$ cat src/rtl/if_fetch_buffer.sv
// Instruction fetch front end: issues credit-limited icache requests, tags each
// one with its PC, queues returned instructions for ID and discards stale returns.
module if_fetch_buffer #(
    parameter int          IWIDTH = 14,
    parameter int          QDEPTH = 4,
    parameter logic [31:0] NOP    = 32'h0000_0013
) (
    input  logic                    clk,
    input  logic                    rst_n,
    input  logic                    pc_start,
    input  logic [29:0]             start_adr,
    input  logic                    redirect,
    input  logic [29:0]             redirect_adr,
    output logic                    ic_req_valid,
    output logic [IWIDTH-1:0]       ic_req_adr,
    input  logic                    ic_req_ready,
    input  logic                    ic_rsp_valid,
    input  logic [31:0]             ic_rsp_data,
    input  logic                    id_stall,
    output logic [31:0]             inst_id,
    output logic [29:0]             pc_id,
    output logic                    id_valid,
    output logic [29:0]             pc_if,
    output logic [$clog2(QDEPTH):0] fq_count
);

    localparam int PW = $clog2(QDEPTH);
    localparam int CW = PW + 1;
    localparam logic [CW-1:0] C_ONE   = 1;
    localparam logic [PW-1:0] P_ONE   = 1;
    localparam logic [CW:0]   C_LIMIT = QDEPTH;

    logic            r_run;
    logic [29:0]     r_pc_if;
    logic [CW-1:0]   r_outstanding;
    logic [CW-1:0]   r_drop_cnt;
    logic [CW-1:0]   r_fq_count;
    logic [PW-1:0]   r_tag_wr, r_tag_rd;
    logic [PW-1:0]   r_q_wr, r_q_rd;
    logic [29:0]     r_tag_mem [QDEPTH];
    logic [61:0]     r_q_mem   [QDEPTH];

    logic            w_flush;
    logic [CW:0]     w_credit_used;
    logic            w_req_valid;
    logic            w_hs;
    logic            w_rsp;
    logic            w_dropping;
    logic            w_accept;
    logic            w_tag_pop;
    logic            w_pop;
    logic [CW-1:0]   w_out_after_rsp;
    logic [61:0]     w_head;

    assign w_flush       = pc_start | redirect;
    // Queued plus in-flight instructions never exceed the queue size, so a push
    // always finds room.
    assign w_credit_used = {1'b0, r_fq_count} + {1'b0, r_outstanding};
    assign w_req_valid   = r_run & ~w_flush & (w_credit_used < C_LIMIT);
    assign w_hs          = w_req_valid & ic_req_ready;
    // A response with nothing outstanding is spurious and ignored entirely.
    assign w_rsp         = ic_rsp_valid & (r_outstanding != '0);
    assign w_dropping    = (r_drop_cnt != '0);
    assign w_accept      = w_rsp & ~w_dropping & ~w_flush;
    assign w_tag_pop     = w_rsp & ~w_dropping;
    assign w_pop         = id_valid & ~id_stall;
    assign w_out_after_rsp = r_outstanding - (w_rsp ? C_ONE : '0);

    assign w_head        = r_q_mem[r_q_rd];
    assign id_valid      = (r_fq_count != '0);
    assign inst_id       = id_valid ? w_head[31:0]  : NOP;
    assign pc_id         = id_valid ? w_head[61:32] : 30'd0;
    assign ic_req_valid  = w_req_valid;
    assign ic_req_adr    = r_pc_if[IWIDTH-1:0];
    assign pc_if         = r_pc_if;
    assign fq_count      = r_fq_count;

    always_ff @(posedge clk or negedge rst_n) begin
        if (!rst_n) begin
            r_run         <= 1'b0;
            r_pc_if       <= '0;
            r_outstanding <= '0;
            r_drop_cnt    <= '0;
            r_fq_count    <= '0;
            r_tag_wr      <= '0;
            r_tag_rd      <= '0;
            r_q_wr        <= '0;
            r_q_rd        <= '0;
        end else begin
            if (pc_start)
                r_run <= 1'b1;

            if (pc_start)
                r_pc_if <= start_adr;
            else if (redirect)
                r_pc_if <= redirect_adr;
            else if (w_hs)
                r_pc_if <= r_pc_if + 30'd1;

            if (w_hs && !w_rsp)
                r_outstanding <= r_outstanding + C_ONE;
            else if (!w_hs && w_rsp)
                r_outstanding <= r_outstanding - C_ONE;

            // Everything still in flight after a flush belongs to the old stream.
            if (w_flush)
                r_drop_cnt <= w_out_after_rsp;
            else if (w_rsp && w_dropping)
                r_drop_cnt <= r_drop_cnt - C_ONE;

            if (w_flush) begin
                r_tag_wr <= '0;
                r_tag_rd <= '0;
            end else begin
                if (w_hs)
                    r_tag_wr <= r_tag_wr + P_ONE;
                if (w_tag_pop)
                    r_tag_rd <= r_tag_rd + P_ONE;
            end

            if (w_flush) begin
                r_q_wr     <= '0;
                r_q_rd     <= '0;
                r_fq_count <= '0;
            end else begin
                if (w_accept)
                    r_q_wr <= r_q_wr + P_ONE;
                if (w_pop)
                    r_q_rd <= r_q_rd + P_ONE;
                if (w_accept && !w_pop)
                    r_fq_count <= r_fq_count + C_ONE;
                else if (!w_accept && w_pop)
                    r_fq_count <= r_fq_count - C_ONE;
            end
        end
    end

    always_ff @(posedge clk) begin
        if (w_hs)
            r_tag_mem[r_tag_wr] <= r_pc_if;
        if (w_accept)
            r_q_mem[r_q_wr] <= {r_tag_mem[r_tag_rd], ic_rsp_data};
    end

endmodule
$ cat config.mk
export PLATFORM = sky130hd
export DESIGN_NAME = if_fetch_buffer
export DESIGN_NICKNAME = d
export VERILOG_FILES = /design/src/rtl/if_fetch_buffer.sv
export SDC_FILE = /design/constraint.sdc
export NUM_CORES = 1
export LEC_CHECK = 0
export BUFFER_PORTS_ARGS = -buffer_cell sky130_fd_sc_hd__buf_4
export CAP_MARGIN = 20
export CORE_MARGIN = 4
export CORE_UTILIZATION = 50
export CTS_CLUSTER_SIZE = 10
export DETAILED_ROUTE_END_ITERATION = 8
export PLACE_DENSITY = 0.71
export SYNTH_ARGS = -nofsm -noshare
export SYNTH_HDL_FRONTEND = slang
export SYNTH_SLANG_ARGS = --single-unit
$ cat constraint.sdc
create_clock -name clk -period 3.9 [get_ports clk]
set_input_delay 0.39 -clock clk [delete_from_list [all_inputs] [get_ports clk]]
set_output_delay 0.39 -clock clk [all_outputs]
set_load 0.1 [all_outputs]
* Yosys cells after proc, flatten, opt, wreduce, memory -nomap -nowiden *
Memories as Yosys holds them, arrays and structs flattened.
Cells that the tools add are included.

storage, ports and cells
  word-level logic and storage cells = 80
  output and inout bits = 111
  memories kept = 2
  bits in registers = 48
  memory bits (writable) = 368
  input bits = 99

operators by class
  magnitude comparators = 1
  $add $sub $neg = 12
  bitwise logic cells = 11
  reductions and logical operators = 20
  mux-type cells = 25

memories
  name       words  bits a word  rd ports  clocked after Yosys merged registers in  write ports  line  RTL
  r_q_mem    4      62           1         0                                        1            41    logic [61:0] r_q_mem [QDEPTH];
  r_tag_mem  4      30           1         0                                        1            40    logic [29:0] r_tag_mem [QDEPTH];

operators by type and width
  kind                                                                   count
  30-bit two-way mux                                                     4
  32-bit two-way mux                                                     1
  30-bit by 1-bit adder with 30-bit output (second input constant)       1
  3-bit two-way mux                                                      7
  2-bit two-way mux                                                      8
  3-bit nonzero test                                                     5
  2-bit nonzero test                                                     6
  3-bit by 1-bit subtractor with 3-bit output (second input constant)    3
  2-bit by 1-bit adder with 2-bit output (second input constant)         4
  1-bit bitwise AND                                                      7
  3-bit by 1-bit adder with 3-bit output (second input constant)         2
  1-bit logical AND                                                      5
  1-bit two-way mux                                                      5
  3-bit by 3-bit adder with 4-bit output                                 1
  1-bit logical NOT                                                      4
  4-bit by 3-bit < comparator with 1-bit output (second input constant)  1
  1-bit NOT                                                              3
  3-bit by 1-bit subtractor with 3-bit output                            1
  1-bit bitwise OR                                                       1

* Logic depth before layout (Yosys ltp) *
Gate-level depths: netlist of run 1.

  depth in word-level cells = 9
  gate-level depth with buffers = 11
  gate-level depth less buffers = 10

* Least setup slack after synthesis of run 1 *
Ideal clock, no wire load.

  path type = flip-flop to output port
  from = register r_fq_count[1] (netlist: fq_count[1])
  to = output port pc_id[20]
  slack = 0.281 ns
  data arrival time = 3.229 ns
  stages on the path, launching flop included = 5
  buffers on the path = 1
  data required time = 3.510 ns
  path through = dfrtp_1 -> nor3_1 -> inv_1 -> clkbuf_1 -> and2_1

on the way
  word-level cells in the longest chain between the ends = 2

ends and longest elaborated chain
  what                    line  RTL
  from (decl)             37    logic [CW-1:0] r_fq_count;
  from (signal assigned)  131   r_fq_count <= r_fq_count + C_ONE;
  from (signal assigned)  133   r_fq_count <= r_fq_count - C_ONE;
  3-bit nonzero test      70    assign id_valid = (r_fq_count != '0);
  net id_valid            22    output logic id_valid,
  30-bit two-way mux      72    assign pc_id = id_valid ? w_head[61:32] : 30'd0;
  to (decl)               21    output logic [29:0] pc_id,

The timed path passes the listed nets, and every way through them passes these cells.

* Final worst setup path of run 1 *
  from = register r_q_rd[0]
  to = output port inst_id[18]

on the way
  word-level cells in the longest chain between the ends = 2

ends and longest elaborated chain
  what                    line  RTL
  from (decl)             39    logic [PW-1:0] r_q_wr, r_q_rd;
  from (signal assigned)  129   r_q_rd <= r_q_rd + P_ONE;
  memory read 4 x 62 bit  n/a
  32-bit two-way mux      71    assign inst_id = id_valid ? w_head[31:0] : NOP;
  to (decl)               20    output logic [31:0] inst_id,

No other way between the ends.

==> impl_results.md, run 1 <==
* Status: finished clean
* Crit path kind: flop to primary output
* PortBufs at around 210
* H-tree depth at 2
* Final nets at between 1000 and 1500
* CP Launch Type: flop
* Synth top area cells: edfxtp_1 65%, mux4_2 12%, dfrtp_1 7.0%, and2_1 2.3%, ha_1 1.2%
* Slowest-stage cell, CP: dfrtp_4
* Gr usage total at 0.205
* Leakage Power at about 0.007 uW
* Vias post-DR at ~9500
* Metal1 wirelength at between 15000 and 20000 microns
* Crit Path Max Fanout at 27
* Initial antenna violation count at 0
* Total power at 11900 uW
* Fin Hold WS at between 0.04 and 0.05 ns
* Crit path capture type: primary output
* Area delta synth->final at 19.8%
* CP Data Arrival Time at 2.76 ns
* DIE AREA at between 0.03 and 0.04 sq mm
* Synthesized instance count at 960
* Number of I/O pins at 210
* Synth area leader: edfxtp_1
* Post-Syn Area at approximately 0.017 sq mm
* Max_slew headroom at 0.414
* Drt drc at 0
* Clock Path Buffers at 3
* ANT cells at 0
* Max Clock Freq at 0.318 GHz
* Synth warnings at 0
* Syn nets at 1077
* Routed wl met2 at between 15000 and 20000 microns
* Setup Skew at 0.0169 ns
* Worst-path cell chain: buf_4 > mux4_2 > and2_1 > buf_4
* Tightest Pin Transition at 0.878 ns
* Fraction of registers with async set/reset at 0.115
* FF+latch count, synth at 416
* Post-route minimum period at 3.15 ns
* Vias in the first global route at 9737
* Initial core utilization at 0.508
* Synth cell count leaders: 368 x edfxtp_1, 92 x mux4_2, 64 x and2_1
* Filler cells at about 2500
* First-iteration detailed-routing DRC count at approximately 680
* Mapped Avg Cell Area at ~18 sq um
* First-pass DRT Iterations at 5
* Clock sinks at 416
* Setup TNS at 0 ns
* Synth Flop Type: edfxtp_1
* Number of nets with antenna violations after routing at 0
* RSZ-0062 raised after global routing: no
* Met3 routed WL at 2960 microns
* Die Ht at 193 microns
* Cell repeated most along the worst path: buf_4
* Post-cts resize count at 0
* Largest net degree at the start of global routing at 55
* Yosys top cell area share at 0.645
* Avg WL per Cell at 23.2 microns
* Num CTS Buffers at 47
* Detailed placement HPWL at approximately 25000 microns
* Yosys cell types at 61
* Clock insertion delay at the later pin of the skew report at between 0.5 and 0.6 ns
* Maximum vdd drop at roughly 0.41 mV
* Crit path required time at roughly 3.5 ns
* # Max-Cap Violations at 0
* CTS Root Cell: clkbuf_16
* Power per cell area at about 580 mW/mm^2
* TritonCTS clock tree: built
* Fin. max-slew vios at 0
* First-pass GRT wire length at roughly 58000 microns
* Row cnt at between 60 and 70
* Count of final hold-check violations at 0
* Die width at 193 microns
* Placer congestion estimate at just over 0.8
* EDFF count, synth at roughly 370
* Worst-path clk slew at about 0.06 ns
* Via/cell ratio at 5.77
* Final setup fails at 0
* Uppermost layer routed: met4
* Slowest stage delay, CP at a little over 0.8 ns
* Count leader, synth: edfxtp_1
* Worst Hold Class: input port to flop
* Tcrit/Tclk final at 0.808
* Final wirelength at between 30000 and 40000 microns
* Overflow after GRT at 0
* Post-synthesis sequential area ratio at 0.715
* Share of cells above drive strength 1 at 0.330
* Core area at about 0.034 sq mm
## final timing paths
check                                   end           start  slack [ns]  cells past startpoint
setup reg to reg           r_tag_mem[1][27]     fq_count[2]        1.02                      5
min in group asynchronous         pc_if[29]           rst_n        0.41                      2
max in group asynchronous         r_q_rd[0]           rst_n        2.97                      2
setup / recovery                inst_id[18]       r_q_rd[0]        0.75                      4
hold / removal                r_q_mem[1][4]  ic_rsp_data[4]        0.05                      1
hold reg to reg                       r_run           r_run        0.48                      1
## sequential cells by signal (all words and copies together) (netlist names)
register	cells
r_tag_mem	120
fq_count	3
r_tag_wr	2
r_outstanding	3
r_q_wr	2
r_drop_cnt	3
r_q_mem	248
r_run	1
pc_if	30
r_q_rd	2
r_tag_rd	2
## layout by cell type (no fill, tap or decap), drive strengths merged, types with 4 or more instances in the layout
cell and n:
nand2 33, mux2i 8, o21ai 22, nor2 27, a22oi 11, or3 5
dfrtp 48, or2 5, xor2 11, mux4 92, buf 230, clkbuf 65
and3 11, and2 64, o2111ai 4, o21a 4, nor3 9, a21oi 34
xnor2 14, nand3 18, o211ai 7, inv 26, nor4 6, o22ai 5
edfxtp 368, ha 16, nand4 12
## report_power, final
part | total [uW] | switching, uW | internal, uW
Combinational | 2720 | 2050 | 678
Sequential | 5330 | 256 | 5070
Clock | 3820 | 1590 | 2230
## cell families (layout without fill, tap and decap cells)
kind of cell	count (synthesis)	in the layout	synth area share
buffers and inverters	89	325	0.0237
multiplexers	101	101	0.126
adder cells (fa/ha/maj)	18	18	0.0140
AND/OR/NAND/NOR	202	202	0.0674
AO/OA/AOI/OAI	109	109	0.0403
XOR/XNOR	25	25	0.0128
flip-flops	416	416	0.715
## metal layers
layer | vias up | global-route usage
met5 | - | 0
met4 | 0 | 0.0539
met3 | 59 | 0.0432
met2 | 376 | 0.341
met1 | 4841 | 0.280
li1 | 4203 | -
## stage by stage
step / setup slack [ns] / util / cells / cell area, sq um
global placement: 1.20 / 0.570 / 1575 / 19200
global route: 0.568 / 0.609 / 1644 / 20500
CTS: 0.667 / 0.609 / 1644 / 20500
finish: 0.751 / 0.609 / 1644 / 20500
detailed placement: 1.06 / 0.570 / 1575 / 19200
floorplan: 0.281 / - / 960 / 17100
## worst max-delay path: cells and delay by family (launching register included)
| kind | cells | cell delay, ns |
|---|---|---|
| flops | 1 | 0.82 |
| buf+inv | 2 | 0.65 |
| mux | 1 | 0.55 |
| simple gates | 1 | 0.17 |
## area by class of cell
| type | instances | area, sq um | area share |
|---|---|---|---|
| well taps | 448 | 561 | 0.0273 |
| clock inverters | 3 | 28.8 | 0.00140 |
| inverters | 26 | 97.6 | 0.00476 |
| flip-flops and latches | 416 | 12300 | 0.597 |
| multi-input cells | 455 | 4490 | 0.219 |
| clock buffers | 65 | 1260 | 0.0616 |
| repair buffers | 231 | 1820 | 0.0889 |
## what timing repair did
action,in CTS,in global routing
buffers inserted,0,0
hold buffers,1,0
endpoints found under the hold margin,48,0
Power figures use the tool's default switching activity.
==> run 2: changes to the inputs <==
--- a/config.mk
+++ b/config.mk
@@ -5,13 +5,14 @@
 export SDC_FILE = /design/constraint.sdc
 export NUM_CORES = 1
 export LEC_CHECK = 0
+export ABC_AREA = 1
 export BUFFER_PORTS_ARGS = -buffer_cell sky130_fd_sc_hd__buf_4
 export CAP_MARGIN = 20
 export CORE_MARGIN = 4
 export CORE_UTILIZATION = 50
 export CTS_CLUSTER_SIZE = 10
 export DETAILED_ROUTE_END_ITERATION = 8
-export PLACE_DENSITY = 0.71
+export PLACE_DENSITY = 0.74
 export SYNTH_ARGS = -nofsm -noshare
 export SYNTH_HDL_FRONTEND = slang
 export SYNTH_SLANG_ARGS = --single-unit
==> constraint.sdc (replaced) <==
create_clock -name clk -period 2.7 [get_ports clk]
set_input_delay 0.27 -clock clk [delete_from_list [all_inputs] [get_ports clk]]
set_output_delay 0.27 -clock clk [all_outputs]
set_load 0.1 [all_outputs]
==> impl_results.md, run 2 <==
* Status: finished clean
* Max_slew headroom at 0.433 (+0.0186)
* Final wirelength at 43100 microns (+13%)
* Metal1 wirelength at 18500 microns (+19%)
* Tightest Pin Transition at 0.851 ns (-0.0270 ns)
* CP Launch Type: flop
* Tcrit/Tclk final at 0.952
* Num CTS Buffers at 48 (+2.1%)
* Avg WL per Cell at 18.5 microns (-20%)
* First-pass GRT wire length at 67500 microns (+17%)
* RSZ-0062 raised after global routing: no
* Yosys cell types at 33 (-46%)
* Synth top area cells: edfxtp_1 62%, nor2_1 8.8%, dfrtp_1 6.8%, o21ai_0 5.7%, nand2_1 3.9%
* Commonest non-fill, non-tap cell in the layout: nor2_1
* Count of final hold-check violations at 0 (unchanged)
* Post-route setup slack at 0.130 ns (-0.621 ns)
* Synth area leader: edfxtp_1
* Core area at 0.0348 sq mm (+3.3%)
* Setup Skew at 0.0219 ns (+0.00505 ns)
* Met3 routed WL at 3240 microns (+9.7%)
* Initial core utilization at 0.510 (+0.00151)
* Post-Syn Area at 0.0177 sq mm (+3.6%)
* Leakage Power at 0.00819 uW (+15%)
* Synthesized instance count at 1615 (+68%)
* Seq. cell area at 0.0123 sq mm (about the same)
* Post-synthesis sequential area ratio at 0.691 (-0.0246)
* Overflow after GRT at 0 (unchanged)
* Crit path kind: flop to primary output
* Crit Path Max Fanout at 57 (+110%)
* Row cnt at 68 (+1.5%)
* Worst Hold Class: input port to flop
* Final core utilization at 0.631 (+0.0224)
* CTS Root Cell: clkbuf_16
* H-tree depth at 2 (unchanged)
* Most frequent cells in the layout: 407 x nor2_1, 368 x edfxtp_1, 231 x buf_4, 202 x o21ai_0, 183 x nand2_1
* Drt drc at 0 (unchanged)
* First-pass DRT Iterations at 6 (+1)
* FF+latch count, synth at 416 (unchanged)
* Synth Flop Type: edfxtp_1
* TritonCTS clock tree: built
* Crit path capture type: primary output
* Worst-path clk slew at 0.05 ns (about the same)
* Initial antenna violation count at 0 (unchanged)
* CP Data Arrival Time at 2.30 ns (-0.46 ns)
* Crit path required time at 2.43 ns (-1.08 ns)
* Clock Path Buffers at 3 (unchanged)
* Uppermost layer routed: met4
* Final setup fails at 0 (unchanged)
* Power per cell area at 765 mW/mm^2 (+32%)
* Vias post-DR at 12718 (+34%)
* Detailed placement HPWL at 26300 microns (+7.4%)
* Dpl ws at 0.399 ns (-0.660 ns)
* Area occupied by multi-input gates at 0.00515 sq mm (+15%)
* Filler cells at 2594 (+4.5%)
* Maximum vdd drop at 0.489 mV (+19%)
* Syn nets at 1732 (+61%)
* Via/cell ratio at 5.48 (-5.0%)
* Number of nets with antenna violations after routing at 0 (unchanged)
* Share of cells above drive strength 1 at 0.211 (-0.119)
* Mapped Avg Cell Area at 11.0 sq um (-38%)
* DIE AREA at 0.0385 sq mm (+3.4%)
* Placer congestion estimate at 0.899 (+9.1%)
* Die width at 196 microns (+1.7%)
* Die Ht at 196 microns (+1.7%)
* Vias in the first global route at 12776 (+31%)
* Yosys top cell area share at 0.623 (-0.0222)
* Fin. max-slew vios at 0 (unchanged)
* # Max-Cap Violations at 0 (unchanged)
* Total power at 16800 uW (+42%)
* First-iteration detailed-routing DRC count at 937 (+39%)
* Post-route minimum period at about 2.6 ns
* Routed wl met2 at 20300 microns (+7.3%)
* Clock sinks at 416 (unchanged)
* EDFF count, synth at 368 (unchanged)
* PortBufs at 209 (unchanged)
* Gr usage total at 0.217 (+0.0123)
* Area delta synth->final at 23.9%
* Synth warnings at 0 (unchanged)
* Synth cell count leaders: 416 x nor2_1, 368 x edfxtp_1, 203 x o21ai_0
* Clock insertion delay at the later pin of the skew report at 0.56 ns (+0.02 ns)
* Fraction of registers with async set/reset at 0.115 (unchanged)
* Final nets at 1965 (+52%)
* Largest net degree at the start of global routing at 86 (+56%)
* Max Clock Freq at about 0.39 GHz
* Count leader, synth: nor2_1
* ANT cells at 0 (unchanged)
* Most flop-heavy register: r_q_mem
* Number of I/O pins at 210 (unchanged)
* Largest register FFs at 248 (unchanged)
## run 2: worst max-delay path: stages, from the launching register on
cell and delay (ns):
dfrtp_4 0.51, inv_4 0.20, buf_12 0.26, nor2_1 0.06, nor2_1 0.07, o21ai_0 0.15, o311ai_4 0.13, buf_4 0.33
## run 2: power breakdown
group / internal [uW] / total [uW] / switching [uW]
Sequential: 7290 / 7590 / 298
Clock: 3330 / 5700 / 2360
Combinational: 840 / 3510 / 2670
## run 2: through the flow
step	std cells	hold WS [ns]	setup TNS, ns	area, sq um
after detailed placement	2217	0.341	0	20200
after CTS	2321	0.00362	0	22000
after floorplan	1615	-0.0256	-105.35	18100
after global routing	2321	0.00881	0	22000
after global placement	2217	0.343	0	20200
final	2321	0.0212	0	22000
## run 2: repair_timing
action / in CTS / in global routing
gates resized for setup: 1 / 2
endpoints found under the setup margin: 2 / 3
pin swaps: 0 / 0
hold endpoints to repair: 179 / 0
hold buffers: 36 / 0
setup buffers: 0 / 0
## run 2: metal layers
metal / vias up / global-route usage
li1: 6036 / -
met1: 6110 / 0.302
met2: 503 / 0.356
met3: 69 / 0.0369
met4: 0 / 0.0657
met5: - / 0
## run 2: cell type report
| type | count | area share |
|---|---|---|
| Clock buffer | 64 | 0.0593 |
| Clock inverter | 4 | 0.00268 |
| Inverter | 62 | 0.0111 |
| Multi-Input combinational cell | 1039 | 0.235 |
| Sequential cell | 416 | 0.558 |
| Tap cell | 455 | 0.0259 |
| Timing Repair Buffer | 281 | 0.108 |
## run 2: cell families (layout without fill, tap and decap cells)
kind of cell               Yosys count  count (layout)  share of synthesized area
and+or+nand+nor                    659             659                      0.147
DFF                                416             416                      0.691
AOI/OAI and AO/OA                  346             346                      0.102
buffers and inverters              160             411                     0.0395
adders and majority gates           18              18                     0.0135
xor gates and xnor gates            16              16                    0.00790
## run 2: worst paths after layout
check | from | endpoint | slack (ns) | depth (start not counted)
setup / recovery | r_q_rd[0] | inst_id[0] | 0.13 | 7
max in group asynchronous | rst_n | r_q_rd[0] | 1.90 | 2
min in group asynchronous | rst_n | pc_if[26] | 0.29 | 2
setup reg to reg | r_drop_cnt[0] | r_q_mem[3][25] | 0.41 | 7
hold reg to reg | r_run | r_run | 0.48 | 2
hold / removal | start_adr[16] | pc_if[16] | 0.02 | 3
==> run 3: changes to the inputs <==
==> constraint.sdc (replaced) <==
create_clock -name clk -period 2.7 [get_ports clk]
set_input_delay 0.405 -clock clk [delete_from_list [all_inputs] [get_ports clk]]
set_output_delay 0.405 -clock clk [all_outputs]
set_load 0.1 [all_outputs]
==> impl_results.md, run 3 (synthesis gave the netlist of run 2 again) <==
* Tcrit/Tclk final at 0.962 (+0.0101)
* Largest net degree at the start of global routing at 63 (-27%)
* Share of cells above drive strength 1 at 0.214 (+0.00256)
* Largest register FFs at 248 (unchanged)
* Initial antenna violation count at 0 (unchanged)
* Worst Hold Launch: ic_rsp_data[29]
* Clock insertion delay at the later pin of the skew report at 0.56 ns (about the same)
* First-iteration detailed-routing DRC count at 929 (-0.85%)
* Vias in the first global route at 12678 (-0.77%)
* CP Launch Type: flop
* Clock group share of total power at 0.334 (-0.005)
* Die Ht at 196 microns (unchanged)
* H-tree depth at 2 (unchanged)
* Switching share of power at 0.319 (+0.00180)
* Clock Path Buffers at 3 (unchanged)
* Status: finished clean
* Crit Path Max Fanout at 38 (-33%)
* Row cnt at 68 (unchanged)
* Commonest non-fill, non-tap cell in the layout: nor2_1
* Clock sinks at 416 (unchanged)
* Final wirelength at 42600 microns (-0.98%)
* Reg2Reg Capture Point: r_q_mem[1][9]
* Hold Crit Depth at 1 (-2)
* Placed cell areas at 0.0202 sq mm (about the same)
* TritonCTS clock tree: built
* Overflow after GRT at 0 (unchanged)
* Setup Skew at 0.0212 ns (-0.000779 ns)
* Crit path kind: flop to primary output
* CTS Root Cell: clkbuf_16
* Hold endpoint: r_q_mem[2][29]
* Post-route minimum period at 2.60 ns (+0.0274 ns)
* Tightest Pin Transition at 0.687 ns (-0.164 ns)
* Detailed placement HPWL at 26300 microns (about the same)
* Final setup fails at 0 (unchanged)
* Flop pwr share at 0.455 (+0.003)
* NetSw at 5330 uW (about the same)
* Gr usage total at 0.218 (+0.00158)
* Leakage Power at 0.00806 uW (-1.5%)
* Count of final hold-check violations at 0 (unchanged)
* Area delta synth->final at 22.2%
* Max_slew headroom at 0.541 (+0.109)
* Most frequent cells in the layout: 407 x nor2_1, 368 x edfxtp_1, 226 x buf_4, 202 x o21ai_0, 183 x nand2_1
* Num CTS Buffers at 47 (-2.1%)
* Vias post-DR at 12551 (-1.3%)
* Placer congestion estimate at 0.871 (-3.1%)
* Avg WL per Cell at 18.6 microns (+0.18%)
* Die width at 196 microns (unchanged)
* Number of nets with antenna violations after routing at 0 (unchanged)
* Crit path capture type: primary output
* Core area at 0.0348 sq mm (unchanged)
* # Max-Cap Violations at 0 (unchanged)
* Initial core utilization at 0.510 (unchanged)
* RSZ-0062 raised after global routing: no
* First-pass DRT Iterations at 5 (-1)
* Final nets at 1930 (-1.8%)
* Most flop-heavy register: r_q_mem
* Number of I/O pins at 210 (unchanged)
* Fin area at 0.0217 sq mm (-1.4%)
* Gate power share at 0.211 (+0.002)
* Internal power at 11400 uW (-0.92%)
* R2R cell count at 7 (unchanged)
* Drt drc at 0 (unchanged)
* Reg-to-Reg Start: r_drop_cnt[0]
* First-pass GRT wire length at 67600 microns (+0.14%)
* Fin Hold WS at 0.0534 ns (+0.0322 ns)
* Via/cell ratio at 5.47 (-0.15%)
* Worst Hold Class: input port to flop
* Worst-path clk slew at 0.05 ns (about the same)
* Power per cell area at 770 mW/mm^2 (+0.71%)
* Maximum vdd drop at 0.498 mV (+1.8%)
* DIE AREA at 0.0385 sq mm (unchanged)
* ANT cells at 0 (unchanged)
* Fin. max-slew vios at 0 (unchanged)
* PortBufs at 209 (unchanged)
* Max Clock Freq at 0.385 GHz (-1.1%)
* Crit path required time at 2.30 ns (-0.13 ns)
* Flop-to-flop setup slack at 0.24 ns (-0.17 ns)
* CP Data Arrival Time at 2.19 ns (-0.11 ns)
-- run 3: layout make-up --
| cell class | count | area (sq um) |
|---|---|---|
| multi-input cells | 1039 | 5160 |
| inverters | 62 | 244 |
| clock inverters | 3 | 52.6 |
| fillers | 2643 | 13100 |
| well taps | 455 | 569 |
| repair buffers | 247 | 2110 |
| clock buffers | 72 | 1270 |
| flip-flops and latches | 416 | 12300 |
-- run 3: critical path, cell delays in order (launching register included) --
cell and delay, ns:
dfrtp_4 0.55, inv_6 0.18, buf_12 0.21, o21ai_0 0.15
a21oi_2 0.27, buf_6 0.27
-- run 3: metrics by stage --
step | power (uW) | util | setup WS [ns] | setup TNS (ns) | cells
finish | 16700 | 0.623 | 0.103 | 0 | 2294
detailed placement | 11200 | 0.582 | 0.233 | 0 | 2215
global route | 17300 | 0.623 | 0.00243 | 0 | 2294
floorplan | 10300 | - | -0.449 | -84.37 | 1615
global placement | 11100 | 0.582 | 0.312 | 0 | 2215
CTS | 16800 | 0.623 | 0.0440 | 0 | 2294
-- run 3: what timing repair did --
item	4_1_cts	5_1_grt
setup endpoints to repair	12	9
cloned	2	0
buffers inserted	1	0
endpoints found under the hold margin	48	0
pin swaps	1	0
hold buffers	1	0
gates resized for setup	6	4
-- run 3: how the worst max path moves through the flow --
| stage | slack, ns | cells after the start | endpoint | startpoint |
|---|---|---|---|---|
| 2_1_floorplan | -0.45 | 6 | r_q_mem[1][0] | r_drop_cnt[0] |
| 3_3_place_gp | 0.31 | 7 | r_q_mem[1][6] | r_drop_cnt[0] |
| 3_5_place_dp | 0.23 | 7 | r_q_mem[1][5] | r_drop_cnt[0] |
| 4_1_cts | 0.04 | 4 | inst_id[4] | r_q_rd[0] |
| 5_1_grt | 0.002 | 6 | inst_id[23] | r_q_rd[0] |
| 6_report | 0.10 | 5 | pc_id[21] | r_q_rd[0] |
-- run 3: power by group through the flow --
stage | clock [uW] | sequential, uW | combinational (uW)
after floorplan | 0 | 8090 | 2170
after global routing | 5950 | 7620 | 3750
after detailed placement | 0 | 7720 | 3480
after CTS | 5670 | 7590 | 3550
after global placement | 0 | 7700 | 3440
final | 5570 | 7590 | 3530
-- run 3: routing by layer --
| layer | track usage | vias to the layer above | wire [microns] |
|---|---|---|---|
| met1 | 0.302 | 6017 | 18200 |
| li1 | - | 5971 | - |
| met5 | 0 | - | 0 |
| met4 | 0.0574 | 0 | 845 |
| met3 | 0.0388 | 70 | 3310 |
| met2 | 0.363 | 493 | 20200 |
